### src/rtl/sensor_avg_bank.sv
// sensor_avg_bank
//   Multi-channel leaky-integrator (exponential) averager. Each channel keeps
//   an accumulator acc ~= avg * 2^k and is updated either from its external
//   trig strobe or from the shared internal periodic tick. Requests are latched
//   per channel and served round-robin, one channel per cycle, through a
//   single arithmetic datapath.
//
// Ports
//   clk       system clock
//   rst       asynchronous active-high reset
//   sample    NUM_CH*DW packed samples, channel c at [c*DW +: DW]
//   trig      per-channel update request (level, sampled every edge)
//   seed      per-channel request to load acc from the sample
//   src_sel   per-channel source: 0 = trig, 1 = internal tick
//   win_log2  NUM_CH*LW packed window exponents k (clamped to MAX_LOG2_WIN)
//   avg       NUM_CH*DW registered per-channel averages
//   avg_vld   per-channel one-cycle pulse following each update
//   overrun   per-channel sticky flag: request arrived while one was pending
//   tick      one-cycle pulse while the internal timer is all-ones
module sensor_avg_bank #(
  parameter  int NUM_CH       = 4,
  parameter  int DW           = 12,
  parameter  int MAX_LOG2_WIN = 5,
  parameter  int FAST_SIM     = 1,
  localparam int LW           = $clog2(MAX_LOG2_WIN + 1)
) (
  input  logic                 clk,
  input  logic                 rst,
  input  logic [NUM_CH*DW-1:0] sample,
  input  logic [NUM_CH-1:0]    trig,
  input  logic [NUM_CH-1:0]    seed,
  input  logic [NUM_CH-1:0]    src_sel,
  input  logic [NUM_CH*LW-1:0] win_log2,
  output logic [NUM_CH*DW-1:0] avg,
  output logic [NUM_CH-1:0]    avg_vld,
  output logic [NUM_CH-1:0]    overrun,
  output logic                 tick
);

  localparam int AW = DW + MAX_LOG2_WIN;
  localparam int TW = (FAST_SIM != 0) ? 16 : 22;
  localparam int PW = (NUM_CH > 1) ? $clog2(NUM_CH) : 1;

  localparam logic [PW-1:0] PTR_LAST = PW'(NUM_CH - 1);
  localparam logic [LW-1:0] K_MAX    = LW'(MAX_LOG2_WIN);

  logic [TW-1:0]     timer;
  logic [PW-1:0]     ptr;
  logic [NUM_CH-1:0] pend;
  logic [NUM_CH-1:0] spend;
  logic [NUM_CH-1:0] req;
  logic [NUM_CH-1:0] hit;

  logic [AW-1:0]     acc   [NUM_CH];
  logic [DW-1:0]     avg_r [NUM_CH];

  logic [DW-1:0]     sel_sample;
  logic [LW-1:0]     sel_k_raw;
  logic [LW-1:0]     sel_k;
  logic [AW-1:0]     sel_acc;
  logic              sel_spend;
  logic [AW-1:0]     sample_ext;
  logic [AW-1:0]     new_acc;

  assign tick = &timer;

  // Request decode and operand selection for the channel under the pointer.
  // hit is one-hot (or zero): the channel serviced at the coming edge.
  always_comb begin
    req        = '0;
    hit        = '0;
    sel_sample = '0;
    sel_k_raw  = '0;
    sel_acc    = '0;
    sel_spend  = 1'b0;
    for (int unsigned c = 0; c < NUM_CH; c++) begin
      req[c] = src_sel[c] ? tick : trig[c];
      if (ptr == PW'(c)) begin
        sel_sample = sample[c*DW +: DW];
        sel_k_raw  = win_log2[c*LW +: LW];
        sel_acc    = acc[c];
        sel_spend  = spend[c];
        hit[c]     = pend[c];
      end
    end
  end

  assign sel_k      = (sel_k_raw > K_MAX) ? K_MAX : sel_k_raw;
  assign sample_ext = AW'(sel_sample);
  assign new_acc    = sel_spend ? (sample_ext << sel_k)
                                : (sel_acc - (sel_acc >> sel_k) + sample_ext);

  // Service uses the pending state from before the edge; a request landing on
  // the service edge re-arms pend instead of counting as an overrun.
  always_ff @(posedge clk or posedge rst) begin
    if (rst) begin
      timer   <= '0;
      ptr     <= '0;
      pend    <= '0;
      spend   <= '0;
      overrun <= '0;
      avg_vld <= '0;
      for (int unsigned c = 0; c < NUM_CH; c++) begin
        acc[c]   <= '0;
        avg_r[c] <= '0;
      end
    end else begin
      timer   <= timer + 1'b1;
      ptr     <= (ptr == PTR_LAST) ? '0 : ptr + 1'b1;
      pend    <= (pend & ~hit) | req | seed;
      spend   <= (spend & ~hit) | seed;
      overrun <= overrun | ((req | seed) & pend & ~hit);
      avg_vld <= hit;
      for (int unsigned c = 0; c < NUM_CH; c++) begin
        if (hit[c]) begin
          acc[c]   <= new_acc;
          avg_r[c] <= DW'(new_acc >> sel_k);
        end
      end
    end
  end

  always_comb begin
    avg = '0;
    for (int unsigned c = 0; c < NUM_CH; c++) begin
      avg[c*DW +: DW] = avg_r[c];
    end
  end

endmodule

### config.mk
export PLATFORM = sky130hd
export DESIGN_NAME = sensor_avg_bank
export DESIGN_NICKNAME = d
export VERILOG_FILES = /design/src/rtl/sensor_avg_bank.sv
export SDC_FILE = /design/constraint.sdc
export NUM_CORES = 1
export LEC_CHECK = 0
export CAP_MARGIN = 20
export CORE_ASPECT_RATIO = 1.25
export CORE_MARGIN = 4
export CORE_UTILIZATION = 45
export CTS_BUF_LIST = sky130_fd_sc_hd__clkbuf_8
export DETAILED_ROUTE_END_ITERATION = 7
export PLACE_DENSITY = 0.74
export SYNTH_ARGS = -nofsm -noshare
export SYNTH_HDL_FRONTEND = slang
export SYNTH_SLANG_ARGS = --single-unit
### constraint.sdc
create_clock -name clk -period 7.2 [get_ports clk]
set_clock_uncertainty 0.05 [all_clocks]
set_input_delay 0.72 -clock clk [delete_from_list [all_inputs] [get_ports clk]]
set_output_delay 0.72 -clock clk [all_outputs]
set_load 0.05 [all_outputs]
==> results by group, run 1 <==
CTS
  – Clk sinks: 150
  – Worst skew pair latency: 0.45 ns
  – Total setup buffers inserted after CTS: 0
  – CTS Buffer Depth: 2
  – H-tree Lvls: 4
  – CTS tree: built
  – Worst-path clk slew: 0.09 ns
  – Total CTS buffers: 17
  – Root Buffer: clkbuf_8

Logic synthesis
  – Post-synth ARST share: 100%
  – Post-synthesis net count: 1222
  – Number of flops mapped to enable cells by yosys: 0
  – Avg Cell Area, Syn: 8.70 µm²
  – Sequential area share after synthesis: 38.9%
  – Synth Instances: 1110
  – XOR/XNOR Fraction of Synth Area: 2.45%
  – Synth Area in Simple Gates: 16.2%
  – Yosys reg bits: 150
  – Count of cell types in the netlist: 77
  – Yosys warnings: 0
  – Synth Area in Compound Gates: 23.9%
  – Post-Syn Area: 9650 µm²
  – Post-Synth Adder-Cell Area: 5.86%
  – Mux cell area share after synthesis: 8.48%
  – Main combinational cell family by area after synthesis: compound AO/OA/AOI/OAI gates
  – Top_reg_cell synth: dfrtp_1

GRT
  – GRT overflow: 0
  – All-Layer GR Usage: 24.4%
  – Antenna violations before repair: 0
  – Largest net degree at the start of global routing: 80
  – Vias in the first global route: 8813
  – First-pass GRT wire length: 47000 µm

Route
  – DRT Pass-1 Iters: 5
  – Via count: 8899
  – DRT antenna net count: 0
  – WL final: 29800 µm
  – Met2 wire len: 14600 µm
  – Met3 wire length: 1750 µm
  – Highest Signal Layer: met4
  – Initial DRC Count: 723
  – Met1 WL: 12300 µm
  – Drt wl/cell: 19.9 µm
  – Via density: 5.95
  – Remaining DRCs: 0

Place
  – Port bufs: 130
  – Post-place setup slack: 0.398 ns
  – Area after DPL: 11200 µm²
  – RD Place Congestion: 0.981
  – Final HPWL DP: 21300 µm

Setup path
  – Worst reg2reg startpoint: ptr[0]$_DFF_PP0_
  – CP max-delay cell: a32oi_4
  – Critical Path RT: 7.53 ns
  – Setup CP Type: reg2reg
  – CP Launch Type: register
  – Slowest stage delay, CP: 0.50 ns
  – Worst Setup End Kind: register
  – WP data arrival: 6.97 ns
  – Most repeated library cell on the critical path: ha_1
  – Worst setup startpoint: ptr[0]$_DFF_PP0_
  – Cell chain of the critical path: inv_1 -> ha_1 -> buf_4 -> nand2b_1 -> o21a_1 -> a32oi_4 -> buf_4 -> nand2_1 -> o211ai_1 -> a31oi_1 -> ha_1 -> inv_1 -> ha_1 -> fa_1 -> a211oi_1 -> o211ai_1 -> a21boi_0 -> o21ai_0 -> xor2_1 -> o21ai_0 -> mux2_2 -> a21oi_1 -> mux2_2
  – Critical Path Fanout Max: 37

Timing
  – TNS Setup: 0 ns
  – Max Clock Freq: 0.151 GHz
  – RSZ-0062 raised after global routing: no
  – Slew @ Worst Pin: 1.10 ns
  – Hold Fails Final Rpt: 0
  – Final setup margin: 0.563 ns
  – Crit share post-route: 92.2%
  – Tmin final: 6.64 ns
  – Slew Limit Fails: 0
  – Setup violations, final: 0
  – Max-slew headroom: 26.6%

Flow run
  – Max_cap viols: 0

Cells and area
  – Layout cells sized above 1: 9.66%
  – Area Growth Syn to Fin: 20.3%
  – NumNets Final: 1321
  – Inserted Diodes: 0
  – Fin area: 11600 µm²

Floorplan
  – Die area: 23900 µm²
  – Die X: 139 µm
  – Std cell rows: 59
  – IO Pins: 131
  – Core Area: 21000 µm²
  – Starting density of the core: 46.0%
  – Die Ht: 172 µm

Power and ir drop
  – Comb pwr share: 41.4%
  – PwrDens: 242 nW/µm²
  – P_sw: 1.14 mW
  – Sw frac: 40.7%
  – Internal: 1.66 mW
  – Clock power share: 23.3%
  – Leakage power: 4.94 nW
  – Total power draw: 2.81 mW
  – VDD IR max: 202 µV
  – Sequential share of power: 35.4%

Worst hold path
  – Min-delay src: timer[0]$_DFF_PP0_
  – Hold crit path type: reg2reg

Outcome
  – Outcome: complete, no violations
-- layout by cell type, fill, tap and decap left out, types with 7 or more instances in the layout --
cell type,instances
a21oi_1,97
a31oi_1,17
ha_1,25
nand3b_1,24
buf_4,23
nand3_1,23
nor3_1,9
o211ai_1,21
o22ai_1,18
inv_1,28
a22oi_1,7
nand2_1,179
fa_1,12
a211oi_1,10
xor2_1,11
o21ai_0,111
o21ai_1,7
nor2_1,78
clkdlybuf4s50_1,130
xnor2_1,16
mux2_2,46
a21o_1,9
o221ai_1,8
mux2i_1,30
clkbuf_8,19
dfrtp_1,150
-- registers in the layout, summed over array words and instances (netlist names) --
name and cells:
avg_vld 4, avg 48, spend 4, overrun 4, acc 68, ptr 2, timer 16, pend 4
-- critical path: cells and delay by family (launching register included) --
| family | cells | cell delay (ns) |
|---|---|---|
| adders and majority gates | 4 | 1.23 |
| muxes | 2 | 0.57 |
| and+or+nand+nor | 2 | 0.32 |
| buffers and inverters | 4 | 0.89 |
| AOI/OAI and AO/OA | 10 | 2.77 |
| DFF | 1 | 0.42 |
| xor gates and xnor gates | 1 | 0.32 |
-- metal layers --
layer  vias to the layer above  track usage [%]
li1                       4192                -
met4                         0             9.70
met2                       339             41.5
met3                        71             4.28
met5                         -                0
met1                      4297             31.2
-- cells in the mapped netlist, types with 4 or more instances --
cell type  number  area [µm²]
a211oi_1       10        75.1
a21o_1          9        67.6
a21oi_1        97         485
a221oi_1        4        35.0
a22oi_1         7        52.6
a31oi_1        17         106
and3_1          5        31.3
and3b_1         4        35.0
buf_1          12        45.0
buf_2          15        75.1
clkbuf_1       45         169
dfrtp_1       150        3750
fa_1           12         240
ha_1           26         325
inv_1          29         109
mux2_2         46         518
mux2i_1        30         300
nand2_1       179         672
nand2b_1        6        37.5
nand3_1        23         115
nand3b_1       24         180
nand4_1         6        37.5
nor2_1         79         297
nor3_1          9        45.0
o211ai_1       21         158
o21a_1          6        45.0
o21ai_0       111         556
o21ai_1         7        35.0
o21bai_1        4        30.0
o221ai_1        8        70.1
o22ai_1        18         113
xnor2_1        16         140
xor2_1         11        96.3
-- through the flow --
step / utilization (%) / hold WS [ns] / instances
6_report: 55.4 / 0.424 / 1496
5_1_grt: 55.4 / 0.450 / 1496
4_1_cts: 55.3 / 0.428 / 1495
3_5_place_dp: 53.4 / 0.410 / 1463
3_3_place_gp: 53.4 / 0.403 / 1463
2_1_floorplan: - / 0.385 / 1110
-- worst paths after layout --
kind | to | slack (ns) | depth (start not counted)
max | avg[45]$_DFFE_PP0P_ | 0.56 | 23
min | timer[0]$_DFF_PP0_ | 0.42 | 1
max reg2reg | avg[45]$_DFFE_PP0P_ | 0.56 | 23
min reg2reg | timer[0]$_DFF_PP0_ | 0.42 | 1
max in group asynchronous | pend[3]$_DFF_PP0_ | 5.00 | 3
min in group asynchronous | avg_vld[0]$_DFF_PP0_ | 0.72 | 2
-- power groups by stage --
stage	clock [mW]	combinational, mW	sequential, mW
after floorplan	0	0.625	1.16
after global placement	0	1.13	1.00
after detailed placement	0	1.14	1.01
after CTS	0.667	1.14	0.992
after global routing	0.706	1.26	1.00
final	0.653	1.16	0.992
-- what timing repair did --
item	in CTS	in global routing
gates resized for setup	0	2
hold buffers	0	0
endpoints found under the setup margin	0	16
-- logic make-up after synthesis --
| family | Yosys count |
|---|---|
| AO/OA/AOI/OAI | 365 |
| AND/OR/NAND/NOR | 351 |
| flip-flops | 150 |
| buffers and inverters | 103 |
| multiplexers | 76 |
| adder cells (fa/ha/maj) | 38 |
| XOR/XNOR | 27 |
-- area by class of cell --
| type | count | area, µm² |
|---|---|---|
| well taps | 274 | 343 |
| fillers | 1889 | 9350 |
| clock buffers | 19 | 262 |
| clock inverters | 13 | 138 |
| multi-input cells | 858 | 5530 |
| flip-flops and latches | 150 | 3750 |
| repair buffers | 153 | 1470 |
| inverters | 29 | 114 |
No activity file was read; power rests on OpenSTA's default activity.
==> inputs of run 2 (changes only) <==
- GPL_TIMING_DRIVEN: unset -> 0
==> run 2 against run 1 <==
Global-route usage rose by 3.4 points; worst setup slack got worse by 0.31 ns; fmax fell by 4.5%; critical endpoint is now avg[28]$_DFFE_PP0P_; highest routed layer unchanged; total power rose by 1.8%.
==> results by group, run 2 (synthesis gave the netlist of run 1 again) <==
Outcome
  – Outcome: complete, no violations

GRT
  – Antenna violations before repair: 0 (unchanged)
  – GRT overflow: 0 (unchanged)
  – First-pass GRT wire length: 52600 µm (+12%)
  – All-Layer GR Usage: 27.8% (+3.4 points)
  – Largest net degree at the start of global routing: 83 (+3.8%)
  – Vias in the first global route: 9418 (+6.9%)

Power and ir drop
  – PwrDens: 241 nW/µm² (-0.14%)
  – VDD IR max: 199 µV (-1.5%)
  – Leakage power: 5.03 nW (+1.8%)
  – Total power draw: 2.85 mW (+1.8%)

Floorplan
  – Die area: 23900 µm² (unchanged)
  – Starting density of the core: 46.0% (unchanged)
  – Die X: 139 µm (unchanged)
  – IO Pins: 131 (unchanged)
  – Core Area: 21000 µm² (unchanged)
  – Std cell rows: 59 (unchanged)
  – Die Ht: 172 µm (unchanged)

Timing
  – Slew @ Worst Pin: 1.25 ns (+0.150 ns)
  – Setup violations, final: 0 (unchanged)
  – Hold Fails Final Rpt: 0 (unchanged)
  – Max-slew headroom: 16.6% (-10 points)
  – Tmin final: 6.95 ns (+0.312 ns)
  – RSZ-0062 raised after global routing: no
  – Max Clock Freq: 0.144 GHz (-4.5%)
  – Crit share post-route: 96.5% (+4.3 points)
  – Final setup margin: 0.252 ns (-0.312 ns)
  – Slew Limit Fails: 0 (unchanged)

CTS
  – Clk sinks: 150 (unchanged)
  – Worst skew pair latency: 0.45 ns (about the same)
  – Worst-path clk slew: 0.09 ns (about the same)
  – Root Buffer: clkbuf_8
  – Post-CTS Hold Fix Bufs: 0 (unchanged)
  – CTS tree: built
  – CTS Buffer Depth: 2 (unchanged)
  – Total CTS buffers: 17 (unchanged)
  – H-tree Lvls: 4 (unchanged)

Cells and area
  – NumNets Final: 1377 (+4.2%)
  – Most common cell after layout, fill and taps aside: nand2_1
  – Most frequent cells in the layout: 178 x nand2_1, 150 x dfrtp_1, 130 x clkdlybuf4s50_1, 110 x o21ai_0, 93 x a21oi_1
  – Layout cells sized above 1: 10.9% (+1.2 points)
  – Post-Layout Cell Count: 1552 (+3.7%)
  – Area Growth Syn to Fin: 22.6%
  – Inserted Diodes: 0 (unchanged)
  – Top reg by flops: acc
  – Max reg flops: 68 (unchanged)

Worst hold path
  – Hold crit path type: reg2reg
  – Hold Path Sink: timer[14]$_DFF_PP0_
  – Min-delay src: timer[14]$_DFF_PP0_
  – Number of cells on the worst hold path: 1 (unchanged)

Setup path
  – CP max-delay cell: fa_1
  – Critical Path Fanout Max: 10 (-73%)
  – CP Launch Type: register
  – Critical Path RT: 7.53 ns (about the same)
  – Worst Setup End Kind: register
  – Worst reg2reg startpoint: ptr[0]$_DFF_PP0_
  – R2r worst-path depth: 23 (unchanged)
  – Setup CP Type: reg2reg
  – Slowest stage delay, CP: 0.54 ns (+0.04 ns)
  – R2R Path End: avg[28]$_DFFE_PP0P_
  – Crit-path leading delay family: compound AO/OA/AOI/OAI gates
  – Cell chain of the critical path: inv_1 -> ha_1 -> buf_4 -> nor2_2 -> o211ai_1 -> a32oi_4 -> buf_2 -> buf_2 -> clkbuf_2 -> o21ai_0 -> o211ai_1 -> o21ai_0 -> fa_1 -> fa_1 -> a211oi_1 -> o211ai_1 -> a21boi_1 -> xnor2_1 -> nor2_1 -> a211o_1 -> o21ai_1 -> o22a_1 -> mux2_2
  – WP data arrival: 7.28 ns (+0.31 ns)
  – Worst Path Buf+Inv: 5 (+1)
  – Most repeated library cell on the critical path: o211ai_1
  – R2R setup slack: 0.25 ns (-0.31 ns)

Flow run
  – Max_cap viols: 0 (unchanged)

Route
  – Via density: 6.07 (+2.1%)
  – WL final: 33500 µm (+13%)
  – DRT antenna net count: 0 (unchanged)
  – Drt wl/cell: 21.6 µm (+8.6%)
  – Remaining DRCs: 0 (unchanged)
  – DRT Pass-1 Iters: 5 (unchanged)
  – Initial DRC Count: 1081 (+50%)
  – Via count: 9423 (+5.9%)

Place
  – Port bufs: 130 (unchanged)
  – Placed insts: 1516 (+3.6%)
  – Post-place setup slack: -0.539 ns (-0.937 ns)
  – Final HPWL DP: 25800 µm (+22%)
  – RD Place Congestion: 0.988 (+0.73%)
[run 2: cell types whose count changed in the layout (fill, tap and decap cells not counted), sizes merged]
cell	change
a32oi	-1
clkinvlp	+2
clkinv	-3
buf	+9
clkbuf	+48
inv	+1
[run 2: what timing repair did]
action	in CTS	in global routing
buffers inserted	0	4
gates resized for setup	7	29
pin swaps	0	2
setup endpoints to repair	36	40
[run 2: where the power goes]
group / switching (mW) / total [mW] / internal [mW]
Sequential: 0.0528 / 0.992 / 0.939
Clock: 0.346 / 0.648 / 0.303
Combinational: 0.781 / 1.21 / 0.433
[run 2: worst max path at each step]
stage | slack, ns | to | startpoint | cells past startpoint
4_1_cts | 0.004 | avg[17]$_DFFE_PP0P_ | ptr[0]$_DFF_PP0_ | 22
6_report | 0.25 | avg[28]$_DFFE_PP0P_ | ptr[0]$_DFF_PP0_ | 23
3_5_place_dp | -0.54 | avg[45]$_DFFE_PP0P_ | win_log2[7] | 21
5_1_grt | 0.04 | avg[45]$_DFFE_PP0P_ | ptr[1]$_DFF_PP0_ | 26
2_1_floorplan | 1.36 | avg[21]$_DFFE_PP0P_ | ptr[0]$_DFF_PP0_ | 23
3_3_place_gp | -0.60 | avg[21]$_DFFE_PP0P_ | win_log2[11] | 20
[run 2: layout make-up]
cell class,instances,area [µm²]
fill,1969,9130
multi-input combinational,857,5550
sequential,150,3750
timing repair buffer,136,1360
tap,274,343
buffer,74,318
clock buffer,19,262
clock inverter,13,136
inverter,29,114
[run 2: worst reg2reg max path, cell delays in order, from the launching register on]
cell	delay, ns
dfrtp_1	0.41
inv_1	0.08
ha_1	0.21
buf_4	0.18
nor2_2	0.29
o211ai_1	0.29
a32oi_4	0.31
buf_2	0.33
buf_2	0.34
clkbuf_2	0.28
o21ai_0	0.14
o211ai_1	0.16
o21ai_0	0.17
fa_1	0.54
fa_1	0.52
a211oi_1	0.38
o211ai_1	0.24
a21boi_1	0.27
xnor2_1	0.24
nor2_1	0.14
a211o_1	0.36
o21ai_1	0.32
o22a_1	0.42
mux2_2	0.23
[run 2: per-stage QoR]
step | hold WS [ns] | utilization (%) | TNS [ns] | instance area, µm²
after global placement | 0.403 | 53.9 | -12.21 | 11300
after floorplan | 0.385 | - | 0 | 9650
final | 0.421 | 56.5 | 0 | 11800
after CTS | 0.427 | 56.1 | 0 | 11800
after detailed placement | 0.411 | 54.1 | -7.17 | 11300
after global routing | 0.440 | 56.5 | 0 | 11800
[run 2: per-layer routing]
metal,track usage (%),part of all wire [%],wire length [µm],vias up
met3,3.34,5.9,1970,110
met2,48.0,49,16500,438
li1,-,-,-,4297
met4,13.5,5.0,1690,0
met5,0,0,0,-
met1,34.9,40,13400,4578
==> inputs of run 3 (changes only) <==
- CORE_UTILIZATION: 45 -> 35
- PLACE_DENSITY: 0.74 -> 0.62
==> run 3 against run 2 <==
Sequential share of layout area decreased by 0.32 points; first-iteration DRC count shrank 26%; sequential cell count unchanged; combinational power barely moved; utilization decreased by 12 points; fmax decreased by 0.43%; design area grew 1.0%; highest routed layer unchanged.
==> results by group, run 3 (synthesis gave the netlist of run 1 again) <==
CTS
  – Root Buffer: clkbuf_8
  – H-tree Lvls: 4 (unchanged)
  – CTS tree: built
  – Worst skew pair latency: 0.46 ns (about the same)
  – Total CTS buffers: 17 (unchanged)
  – CTS Buffer Depth: 2 (unchanged)
  – Worst-path clk slew: 0.09 ns (about the same)
  – Post-CTS Hold Fix Bufs: 0 (unchanged)
  – Clk sinks: 150 (unchanged)

Setup path
  – Critical Path RT: 7.48 ns (-0.05 ns)
  – WP data arrival: 7.26 ns (-0.02 ns)
  – Slowest stage delay, CP: 0.53 ns (about the same)
  – Critical Path Fanout Max: 10 (unchanged)
  – CP Launch Type: register
  – CP max-delay cell: fa_1
  – Cell chain of the critical path: inv_1 -> ha_1 -> buf_4 -> nor2_2 -> o211ai_1 -> a32oi_4 -> buf_2 -> buf_2 -> buf_2 -> o21ai_0 -> o211ai_1 -> o21ai_0 -> fa_1 -> fa_1 -> a211oi_1 -> o211ai_1 -> a211o_1 -> nand4_1 -> o2111a_2 -> nand2_1 -> a311oi_1 -> a21oi_2 -> mux2_2
  – Worst Setup End Kind: register
  – Setup CP Type: reg2reg
  – Crit-path leading delay family: compound AO/OA/AOI/OAI gates
  – Worst Path Buf+Inv: 5 (unchanged)

GRT
  – Antenna violations before repair: 0 (unchanged)
  – GRT overflow: 0 (unchanged)
  – Largest net degree at the start of global routing: 81 (-2.4%)
  – Met1 usage: 27.8% (-7.1 points)
  – All-Layer GR Usage: 22.1% (-5.7 points)
  – Vias in the first global route: 8999 (-4.4%)
  – Grt peak-use layer: met2
  – First-pass GRT wire length: 52500 µm (-0.22%)
  – Met2 Resource Use GR: 39.0% (-9.0 points)
  – GR met3 Demand/Resource: 2.43% (-0.90 points)

Power and ir drop
  – Internal: 1.71 mW (+2.2%)
  – Comb pwr share: 42.3% (-0.2 points)
  – P_sw: 1.18 mW (+0.43%)
  – Sw frac: 40.9% (-0.41 points)
  – VDD IR max: 225 µV (+13%)
  – Clock power share: 23.5% (+0.8 points)
  – Sequential share of power: 34.2% (-0.5 points)
  – Leakage power: 5.06 nW (+0.54%)
  – PwrDens: 242 nW/µm² (+0.42%)

Route
  – Via count: 9251 (-1.8%)
  – Drt wl/cell: 21.1 µm (-2.5%)
  – Remaining DRCs: 0 (unchanged)
  – DRT antenna net count: 0 (unchanged)
  – Initial DRC Count: 801 (-26%)
  – Via density: 5.70 (-6.1%)
  – DRT Pass-1 Iters: 6 (+1)
  – WL final: 34200 µm (+1.9%)

Timing
  – Crit share post-route: 96.9% (+0.42 points)
  – RSZ-0062 raised after global routing: yes
  – Max-slew headroom: 27.4% (+11 points)
  – Hold Fails Final Rpt: 0 (unchanged)
  – Slew Limit Fails: 0 (unchanged)
  – Setup violations, final: 0 (unchanged)
  – Max Clock Freq: 0.143 GHz (-0.43%)
  – Tmin final: 6.98 ns (+0.0300 ns)
  – Slew @ Worst Pin: 1.08 ns (-0.162 ns)

Floorplan
  – Die area: 30300 µm² (+27%)
  – Starting density of the core: 35.8% (-10 points)
  – IO Pins: 131 (unchanged)
  – Std cell rows: 67 (+14%)
  – Die X: 157 µm (+13%)
  – Die Ht: 194 µm (+13%)
  – Core Area: 27000 µm² (+29%)

Cells and area
  – NumNets Final: 1377 (unchanged)
  – Top reg by flops: acc
  – Most frequent cells in the layout: 178 x nand2_1, 150 x dfrtp_1, 130 x clkdlybuf4s50_1, 110 x o21ai_0, 93 x a21oi_1
  – Final core occ: 44.3% (-12 points)
  – Layout cells sized above 1: 11.3% (+0.39 points)
  – Post-Layout Cell Count: 1623 (+4.6%)
  – Fill cells: 2691 (+37%)
  – Inserted Diodes: 0 (unchanged)
  – Area Growth Syn to Fin: 23.9%
  – Max reg flops: 68 (unchanged)
  – Most common cell after layout, fill and taps aside: nand2_1

Outcome
  – Outcome: complete, no violations

Place
  – Port bufs: 130 (unchanged)
  – RD Place Congestion: 0.965 (-2.3%)
  – Final HPWL DP: 26500 µm (+2.5%)
  – Placed insts: 1586 (+4.6%)

Worst hold path
  – Hold crit path type: reg2reg

Flow run
  – Max_cap viols: 0 (unchanged)
run 3: metrics by stage:
stage | power, mW | setup WS, ns | hold slack, ns | setup TNS (ns) | instance area (µm²)
after floorplan | 1.78 | 1.36 | 0.385 | 0 | 9650
after global placement | 2.16 | -0.891 | 0.405 | -16.49 | 11400
after detailed placement | 2.17 | -0.885 | 0.415 | -16.10 | 11400
after CTS | 2.87 | 0.0531 | 0.429 | 0 | 11900
after global routing | 3.04 | -0.0116 | 0.446 | -0.0230 | 12000
final | 2.90 | 0.222 | 0.427 | 0 | 12000
run 3: area by class of cell:
type	count	area, µm²	share of cell area [%]
Clock buffer	18	248	2.07
Tap cell	345	432	3.61
Timing Repair Buffer	136	1370	11.4
Sequential cell	150	3750	31.4
Clock inverter	14	164	1.37
Buffer	74	322	2.69
Inverter	29	114	0.952
Multi-Input combinational cell	857	5560	46.5
run 3: metal layers:
layer,vias to the layer above,routed length (µm)
met2,374,17800
li1,4303,-
met5,-,0
met4,0,1100
met1,4508,13700
met3,66,1560
run 3: power by group through the flow:
stage	registers, mW	logic (mW)	clock network [mW]
2_1_floorplan	1.16	0.625	0
3_3_place_gp	1.00	1.16	0
3_5_place_dp	1.01	1.16	0
4_1_cts	0.991	1.19	0.692
5_1_grt	1.00	1.31	0.724
6_report	0.992	1.22	0.680
run 3: path summary, 6_finish.rpt:
check / startpoint / cells past startpoint / slack [ns] / to
min: timer[0]$_DFF_PP0_ / 1 / 0.43 / timer[0]$_DFF_PP0_
max: ptr[0]$_DFF_PP0_ / 23 / 0.22 / avg[21]$_DFFE_PP0P_
min in group asynchronous: rst / 2 / 0.73 / avg[45]$_DFFE_PP0P_
max in group asynchronous: rst / 3 / 5.55 / timer[14]$_DFF_PP0_
min reg2reg: timer[0]$_DFF_PP0_ / 1 / 0.43 / timer[0]$_DFF_PP0_
max reg2reg: ptr[0]$_DFF_PP0_ / 23 / 0.22 / avg[21]$_DFFE_PP0P_
run 3: what timing repair did:
item | CTS | global route
setup buffers | 3 | 1
pin swaps | 2 | 1
endpoints found under the hold margin | 0 | 0
setup endpoints to repair | 43 | 40
resized for setup | 9 | 35
